==> src/rtl/encoder_eight_drain_pkg.sv <==
`default_nettype none
// ============================================================================
//  Module      : encoder_eight_drain_pkg
//  Description : Shared types and constants for the eight-line draining
//                priority encoder (state encoding, vector and index widths).
//  Revision    : 1.0 - initial release
// ============================================================================
package encoder_eight_drain_pkg;

    localparam int IN_W  = 8;   // request vector width
    localparam int IDX_W = 3;   // binary index width

    typedef enum logic [1:0] {
        IDLE  = 2'd0,
        DRAIN = 2'd1,
        ZERO  = 2'd2
    } state_e;

endpackage : encoder_eight_drain_pkg
`default_nettype wire

==> src/rtl/encoder_eight_drain_prio_find.sv <==
`default_nettype none
// ============================================================================
//  Module      : prio_find_eight
//  Description : Combinational priority finder over an 8-bit vector.
//                Returns the index of the lowest (lsb_first_i=1) or highest
//                (lsb_first_i=0) set bit, and flags a vector with exactly
//                one set bit.
//  Ports       : pending_i   - vector to search
//                lsb_first_i - search direction
//                index_o     - selected bit index (0 when vector is empty)
//                single_o    - vector has exactly one bit set
//  Revision    : 1.0 - initial release
// ============================================================================
module prio_find_eight
    import encoder_eight_drain_pkg::*;
(
    input  logic [IN_W-1:0]  pending_i,
    input  logic             lsb_first_i,
    output logic [IDX_W-1:0] index_o,
    output logic             single_o
);

    // Later loop iterations overwrite earlier ones, so the scan runs from the
    // low-priority end toward the high-priority end.
    always_comb begin
        index_o = '0;
        if (lsb_first_i) begin
            for (int i = IN_W - 1; i >= 0; i--) begin
                if (pending_i[i]) index_o = IDX_W'(i);
            end
        end else begin
            for (int i = 0; i < IN_W; i++) begin
                if (pending_i[i]) index_o = IDX_W'(i);
            end
        end
    end

    // x & (x-1) clears the lowest set bit; zero result means at most one bit.
    assign single_o = (pending_i != '0) &&
                      ((pending_i & (pending_i - IN_W'(1))) == '0);

endmodule : prio_find_eight
`default_nettype wire

==> src/rtl/encoder_eight_drain.sv <==
`default_nettype none
// ============================================================================
//  Module      : encoder_eight_drain
//  Description : Accepts a multi-hot 8-bit request vector and drains it one
//                set bit per output beat as a binary index, in LSB-first or
//                MSB-first order. An all-zero vector yields a single beat
//                flagged with out_zero.
//  Ports       : clk, rst_n            - clock, async active-low reset
//                in_valid/in_ready/X   - request vector input handshake
//                out_valid/out_ready/Y - index output handshake
//                out_last              - final beat of the current vector
//                out_zero              - current beat reports an empty vector
//  Revision    : 1.0 - initial release
// ============================================================================
module encoder_eight_drain
    import encoder_eight_drain_pkg::*;
#(
    parameter int LSB_FIRST = 1
) (
    input  logic             clk,
    input  logic             rst_n,
    input  logic             in_valid,
    output logic             in_ready,
    input  logic [IN_W-1:0]  X,
    output logic             out_valid,
    input  logic             out_ready,
    output logic [IDX_W-1:0] Y,
    output logic             out_last,
    output logic             out_zero
);

    localparam logic c_LSB_FIRST = (LSB_FIRST != 0);

    state_e            state_q, state_d;
    logic [IN_W-1:0]   pending_q, pending_d;
    logic              in_ready_q;
    logic              out_valid_q;
    logic [IDX_W-1:0]  y_q;
    logic              out_last_q;
    logic              out_zero_q;

    logic [IDX_W-1:0]  w_idx;
    logic              w_single;

    // Next-state: outside IDLE the input side is ignored entirely. A DRAIN
    // state always has out_valid_q set, so out_ready alone marks a handshake.
    always_comb begin
        state_d   = state_q;
        pending_d = pending_q;
        case (state_q)
            IDLE: begin
                if (in_valid && in_ready_q) begin
                    if (X != '0) begin
                        pending_d = X;
                        state_d   = DRAIN;
                    end else begin
                        state_d   = ZERO;
                    end
                end
            end
            DRAIN: begin
                if (out_ready) begin
                    pending_d = pending_q & ~(IN_W'(1) << y_q);
                    if (out_last_q) state_d = IDLE;
                end
            end
            ZERO: begin
                if (out_ready) state_d = IDLE;
            end
            default: begin
                state_d   = IDLE;
                pending_d = '0;
            end
        endcase
    end

    // Searching the next pending vector lets every output be a flop while
    // still presenting the first beat on the edge after acceptance.
    prio_find_eight u_prio (
        .pending_i   (pending_d),
        .lsb_first_i (c_LSB_FIRST),
        .index_o     (w_idx),
        .single_o    (w_single)
    );

    always_ff @(posedge clk or negedge rst_n) begin
        if (!rst_n) begin
            state_q     <= IDLE;
            pending_q   <= '0;
            in_ready_q  <= 1'b0;
            out_valid_q <= 1'b0;
            y_q         <= '0;
            out_last_q  <= 1'b0;
            out_zero_q  <= 1'b0;
        end else begin
            state_q     <= state_d;
            pending_q   <= pending_d;
            in_ready_q  <= (state_d == IDLE);
            out_valid_q <= (state_d != IDLE);
            y_q         <= (state_d == DRAIN) ? w_idx : '0;
            out_last_q  <= ((state_d == DRAIN) && w_single) || (state_d == ZERO);
            out_zero_q  <= (state_d == ZERO);
        end
    end

    assign in_ready  = in_ready_q;
    assign out_valid = out_valid_q;
    assign Y         = y_q;
    assign out_last  = out_last_q;
    assign out_zero  = out_zero_q;

endmodule : encoder_eight_drain
`default_nettype wire

==> config.mk <==
export PLATFORM = sky130hd
export DESIGN_NAME = encoder_eight_drain
export DESIGN_NICKNAME = d
export VERILOG_FILES = /design/src/rtl/encoder_eight_drain_pkg.sv /design/src/rtl/encoder_eight_drain_prio_find.sv /design/src/rtl/encoder_eight_drain.sv
export SDC_FILE = /design/constraint.sdc
export NUM_CORES = 1
export LEC_CHECK = 0
export CAP_MARGIN = 40
export CORE_MARGIN = 5
export CORE_UTILIZATION = 46
export CTS_CLUSTER_SIZE = 10
export DETAILED_ROUTE_END_ITERATION = 8
export PLACE_DENSITY = 0.79
export SKIP_LAST_GASP = 1
export SLEW_MARGIN = 20
export SYNTH_ARGS = -nofsm -noshare
export SYNTH_HDL_FRONTEND = slang
export SYNTH_HIERARCHICAL = 1
export SYNTH_SLANG_ARGS = --single-unit
==> constraint.sdc <==
create_clock -name clk -period 2.5 [get_ports clk]
set_clock_uncertainty 0.1 [all_clocks]
set_input_delay 0.5 -clock clk [delete_from_list [all_inputs] [get_ports clk]]
set_output_delay 0.5 -clock clk [all_outputs]
set_load 0.05 [all_outputs]
==> results of run 1 <==
==> flip-flops by register name (all words and copies together) (netlist names) <==
register   count
out_last       1
out_zero       1
Y              3
pending_q      8
in_ready       1
out_valid      1
state_q        2
==> area by class of cell <==
class / count / area, um^2
clock buffers: 3 / 22.5
clock inverters: 1 / 5.00
fillers: 154 / 629
inverters: 5 / 18.8
multi-input cells: 87 / 657
flip-flops and latches: 17 / 428
well taps: 28 / 35.0
repair buffers: 46 / 395
==> placed cells by master (no fill, tap or decap), types with 3 or more instances in the layout <==
cell type	n
inv_1	4
o311ai_0	4
clkdlybuf4s50_1	16
nor2_1	5
buf_4	27
conb_1	5
nand2_1	11
o21ai_2	6
nand2b_1	7
dfrtp_1	15
clkbuf_4	3
a21oi_1	7
o21ai_0	3
nor4_4	3
==> kinds of logic after synthesis <==
family | share of synthesized area [%]
and+or+nand+nor | 22.6
AOI/OAI and AO/OA | 30.9
buffers and inverters | 3.81
DFF | 40.5
xor gates and xnor gates | 0.834
other | 0.357
adders and majority gates | 0.954
==> critical path, delay by kind of cell <==
kind / cells / cell delay [ns]
buffers and inverters: 2 / 0.59
xor gates and xnor gates: 1 / 0.14
AOI/OAI and AO/OA: 5 / 1.10
and+or+nand+nor: 2 / 0.44
==> synthesized netlist by cell type, types with 2 or more instances <==
cell and instances:
nor4_4 3, a21boi_1 3, inv_1 4, nand2_1 12, nand3_1 2, o21ai_0 3
nand3b_1 2, o211ai_1 2, o21ai_1 8, buf_2 2, nor3_1 2, nor2_1 5
dfrtp_1 17, a21o_1 2, nor2b_1 2, a21oi_1 7, nand2b_1 7, a22oi_1 2
o311ai_0 5
==> routing by layer <==
metal | GRT usage (%) | routed length [um] | vias to the layer above
li1 | - | - | 505
met1 | 21.3 | 1260 | 523
met2 | 31.3 | 1480 | 29
met3 | 4.23 | 123 | 6
met4 | 10.6 | 63 | 0
met5 | 0 | 0 | -
==> power breakdown <==
part | total (uW) | internal [uW] | switching (uW)
sequential | 452 | 383 | 69.8
combinational | 1420 | 663 | 761
clock | 151 | 59.8 | 91.6
total | 2030 | 1110 | 923
==> how the worst min path moves through the flow <==
stage | startpoint | cells past startpoint | slack [ns] | end
finish | rst_n | 2 | 0.43 | pending_q[1]
global route | rst_n | 2 | 0.44 | pending_q[1]
CTS | state_q[0] | 1 | 0.51 | out_valid
detailed placement | state_q[0] | 1 | 0.49 | out_valid
global placement | state_q[0] | 1 | 0.49 | out_valid
floorplan | rst_n | 0 | 0.10 | Y[0]
==> through the flow <==
step	setup TNS [ns]	utilization (%)	instances	total power, uW	setup slack [ns]
finish	-0.140	71.3	187	2030	-0.140
detailed placement	-1.42	64.7	176	1670	-0.530
CTS	-0.0187	68.6	183	1920	-0.0187
floorplan	0	-	112	1210	0.0153
global placement	-1.17	64.7	176	1630	-0.355
global route	-0.368	71.3	187	2150	-0.230
==> timing repair <==
action,in CTS,in global routing
hold endpoints to repair,0,0
hold buffers,0,0
resized for setup,12,5
buffers inserted,3,3
setup endpoints to repair,2,4
pin swaps,5,6
gates cloned,0,0
==> results.ini, run 1 <==
[die]
die_h_um=57.8
initial_utilization_pct=47.9
core-area_um2=2190
row_count=17
io_pins=19
die_area_um2=3340
die_x_um=57.8

[yosys]
ys.flop_type=dfrtp_1
ys_warn_count=6
syn_avg_cell_area_um2=9.72
yosysSeqAreaShare_pct=40.5
yosysUniqueCellTypes=37
netlist_area_um2=1050
yosys_register_bits=17
synth_top_area_share_pct=40.5
synth.area.top_cells=dfrtp_1, nor4_4, nand2_1
synth_largest_area_cell=dfrtp_1
synthCells=108
ys_async_sr_fraction_pct=100
synth-edff-count=0

[layout]
syn2layout_area_growth_pct=48.7
diodes=0
final_nets=172
layout-drive-gt1-share_pct=34.0
fin_area_um2=1560

[setup_path]
worstReg2RegStart=state_q[0]
max_stage_delay_ns=0.53
slowest_stage=clkdlybuf4s50_1
cp-endpoint=out_last
critPathLaunchType=input pin
crit_type=input pin to flip-flop
crit_fanout=7
crit_path_frequent_cell=nor4_4
cp_data_required_time_ns=2.62
end_kind=flip-flop
rr_endpoint=out_last
crit_chain=clkdlybuf4s50_1 -> nor4_4 -> a21boi_4 -> o21ai_2 -> nor4_4 -> xor2_1 -> o41ai_2 -> o22a_1 -> inv_1 -> o221ai_2
cp-startpoint=X[1]
r2r_slack_ns=-0.12
critPathArrivalTime_ns=2.76
ff2ff_path_depth=9

[placement]
portBuffers=18
dpl_cell_area_um2=1420
post-dp-hpwl_um=2140
gp_congestion=0.853

[cts]
cts_buffer_depth=2
cts.sinks=17
cts_tree=yes
cts-buffers-inserted=3
root_buffer=clkbuf_4
clock_latency_ns=0.30
htree_num_levels=1
clk_pin_slew_ns=0.10

[run_status]
violations=setup timing
outcome=complete, but fails checks

[pwr]
vdd_drop_max_mv=0.659
powerDensity_nw_per_um2=1300
cellLeakagePower_uw=0.000664

[drt]
routedWlPerCell_um=15.7
finalWirelength_um=2930
drtPass1Iterations=4
drc_errors=0
drtIter0Drc=46
vias_per_cell=5.68
ant_nets=0
vias=1063

[timing]
finalHoldViolCount=0
worstMarginPinSlew_ns=0.500
fmax_ghz=0.379
report.final.slew_viol_count=0
maxSlewHeadroom_pct=66.6
period_share_pct=106
finalSetupViolations=1
min_period_ns=2.64
setup_slack_ns=-0.140
grt_setup_unrepaired=yes
holdWs_ns=0.425

[global_route]
antenna_found_initial=0
grt_pass1_wl_um=4690
overflow=0
grt_max_degree=18
grt_pass1_vias=1035
grt_usage_pct=18.5

[flow_run]
drv_cap=0

[worst_hold_path]
min_path_type=input pin to async pin

No activity file was read; power rests on OpenSTA's default activity.
==> inputs of run 2 (changes only) <==
--- a/config.mk
+++ b/config.mk
@@ -11,6 +11,7 @@
 export CTS_CLUSTER_SIZE = 10
 export DETAILED_ROUTE_END_ITERATION = 8
 export PLACE_DENSITY = 0.79
+export REMOVE_ABC_BUFFERS = 1
 export SKIP_LAST_GASP = 1
 export SLEW_MARGIN = 20
 export SYNTH_ARGS = -nofsm -noshare
==> results.ini, run 2 (synthesized netlist as in run 1, its figures left out) <==
[setup_path]
crit_buf_inv=4  ; +2
cp-startpoint=state_q[0]
end_kind=flip-flop
max_stage_delay_ns=0.43  ; -0.10 ns
crit_family=compound AO/OA/AOI/OAI gates
cp_data_required_time_ns=2.63  ; about the same
slowest_stage=dfrtp_1
critPathLaunchType=flip-flop
crit_path_frequent_cell=buf_4
crit_type=flip-flop to flip-flop
crit_chain=and4bb_1 -> a21boi_4 -> buf_4 -> o21ai_2 -> nor4_4 -> buf_4 -> inv_2 -> a2111oi_4 -> o22a_1 -> inv_1 -> o221ai_2
crit_fanout=6  ; -1
critPathArrivalTime_ns=2.70  ; -0.06 ns
worstReg2RegStart=state_q[0]

[layout]
final.fill_count=129  ; -16%
regMostFlops=pending_q
layout-drive-gt1-share_pct=37.8  ; +3.8 points
multi_input_area_um2=698  ; +6.3%
largest_register_ffs=8  ; unchanged
final_nets=177  ; +2.9%
layout.area.seq_um2=425  ; -0.58%
final_cell_mix=buf_4, dfrtp_1, nand2_1
final_common_cell=buf_4
diodes=0  ; unchanged
syn2layout_area_growth_pct=58.8

[run_status]
outcome=complete, but fails checks
violations=setup timing

[drt]
vias_per_cell=6.06  ; +6.6%
vias=1163  ; +9.4%
finalWirelength_um=3750  ; +28%
ant_nets=0  ; unchanged
routedWlPerCell_um=19.5  ; +25%
drc_errors=0  ; unchanged
drtIter0Drc=72  ; +57%
drtPass1Iterations=4  ; unchanged

[placement]
portBuffers=18  ; unchanged
post-dp-hpwl_um=2250  ; +5.5%
place_ws_ns=-0.478  ; +0.0517 ns
gp_congestion=0.881  ; +3.3%

[timing]
report.final.slew_viol_count=0  ; unchanged
maxSlewHeadroom_pct=65.9  ; -0.70 points
period_share_pct=103  ; -2.5 points
holdWs_ns=0.286  ; -0.140 ns
min_period_ns=2.58  ; -0.0615 ns
fmax_ghz=0.388  ; +2.4%
finalSetupViolations=1  ; unchanged
setup_slack_ns=-0.0785  ; +0.0615 ns
grt_setup_unrepaired=yes
finalHoldViolCount=0  ; unchanged
worstMarginPinSlew_ns=0.510  ; +0.0104 ns

[global_route]
grt_pass1_wl_um=5200  ; +11%
grt_pass1_vias=1138  ; +10%
grt_usage_pct=20.2  ; +1.7 points
grt_max_degree=18  ; unchanged
antenna_found_initial=0  ; unchanged
overflow=0  ; unchanged

[worst_hold_path]
min_path_type=input pin to async pin

[die]
core-area_um2=2190  ; unchanged
io_pins=19  ; unchanged
initial_utilization_pct=47.9  ; unchanged
die_x_um=57.8  ; unchanged
row_count=17  ; unchanged
die_area_um2=3340  ; unchanged
die_h_um=57.8  ; unchanged

[cts]
clk_pin_slew_ns=0.11  ; about the same
cts_tree=yes
cts_buffer_depth=2  ; unchanged
cts.sinks=17  ; unchanged
clock_latency_ns=0.30  ; about the same
root_buffer=clkbuf_4
htree_num_levels=1  ; unchanged
cts-buffers-inserted=3  ; unchanged

[flow_run]
drv_cap=0  ; unchanged

[pwr]
cellLeakagePower_uw=0.000757  ; +14%
powerDensity_nw_per_um2=1260  ; -2.6%
vdd_drop_max_mv=0.828  ; +26%

==> run 2: cell count changes in the layout (fill, tap and decap cells not counted), sizes merged <==
cell	before	now
dlygate4sd2	2	5
buf	28	33
clkdlybuf4s50	16	8
dlymetal6s2s	0	5
==> run 2: report_power, final <==
group	switching, uW	leakage (uW)	total, uW	internal, uW
clock	94.4	0.0000177	154	59.8
combinational	807	0.000523	1500	688
sequential	79.0	0.000216	458	379
==> run 2: stage by stage <==
stage,TNS [ns],cell area (um^2),power (uW),util [%],std cells
after CTS,-0.0475,1540,1970,70.5,185
final,-0.0785,1670,2110,76.1,192
after global placement,-1.16,1440,1660,65.6,177
after detailed placement,-1.43,1440,1710,65.6,177
after floorplan,-0.257,1040,1190,-,109
after global routing,-0.336,1670,2240,76.1,192
==> run 2: path summary, 6_finish.rpt <==
path	cells past startpoint	slack, ns	endpoint
min in group clk	3	0.49	pending_q[4]
worst min-delay path	1	0.29	pending_q[2]
worst max-delay path	11	-0.08	out_last
max in group asynchronous	2	1.67	pending_q[4]
worst min register to register	2	0.54	pending_q[4]
worst max register to register	11	-0.08	out_last
==> run 2: routing by layer <==
layer	track usage [%]	routed length [um]	up-vias
met2	32.9	1850	68
met4	14.6	189	0
met5	0	0	-
li1	-	-	513
met1	24.7	1470	565
met3	2.00	240	17
==> run 2: layout make-up <==
class | count | share of cell area [%]
Clock inverter | 1 | 0.300
Clock buffer | 3 | 1.35
Timing Repair Buffer | 51 | 27.7
Multi-Input combinational cell | 87 | 41.9
Sequential cell | 17 | 25.5
Tap cell | 28 | 2.10
Inverter | 5 | 1.13
==> run 2: what timing repair did <==
item | in CTS | in global routing
endpoints found under the hold margin | 0 | 0
buffers inserted | 4 | 6
pin swaps | 10 | 7
hold buffers | 0 | 0
resized for setup | 20 | 16
setup endpoints to repair | 2 | 4
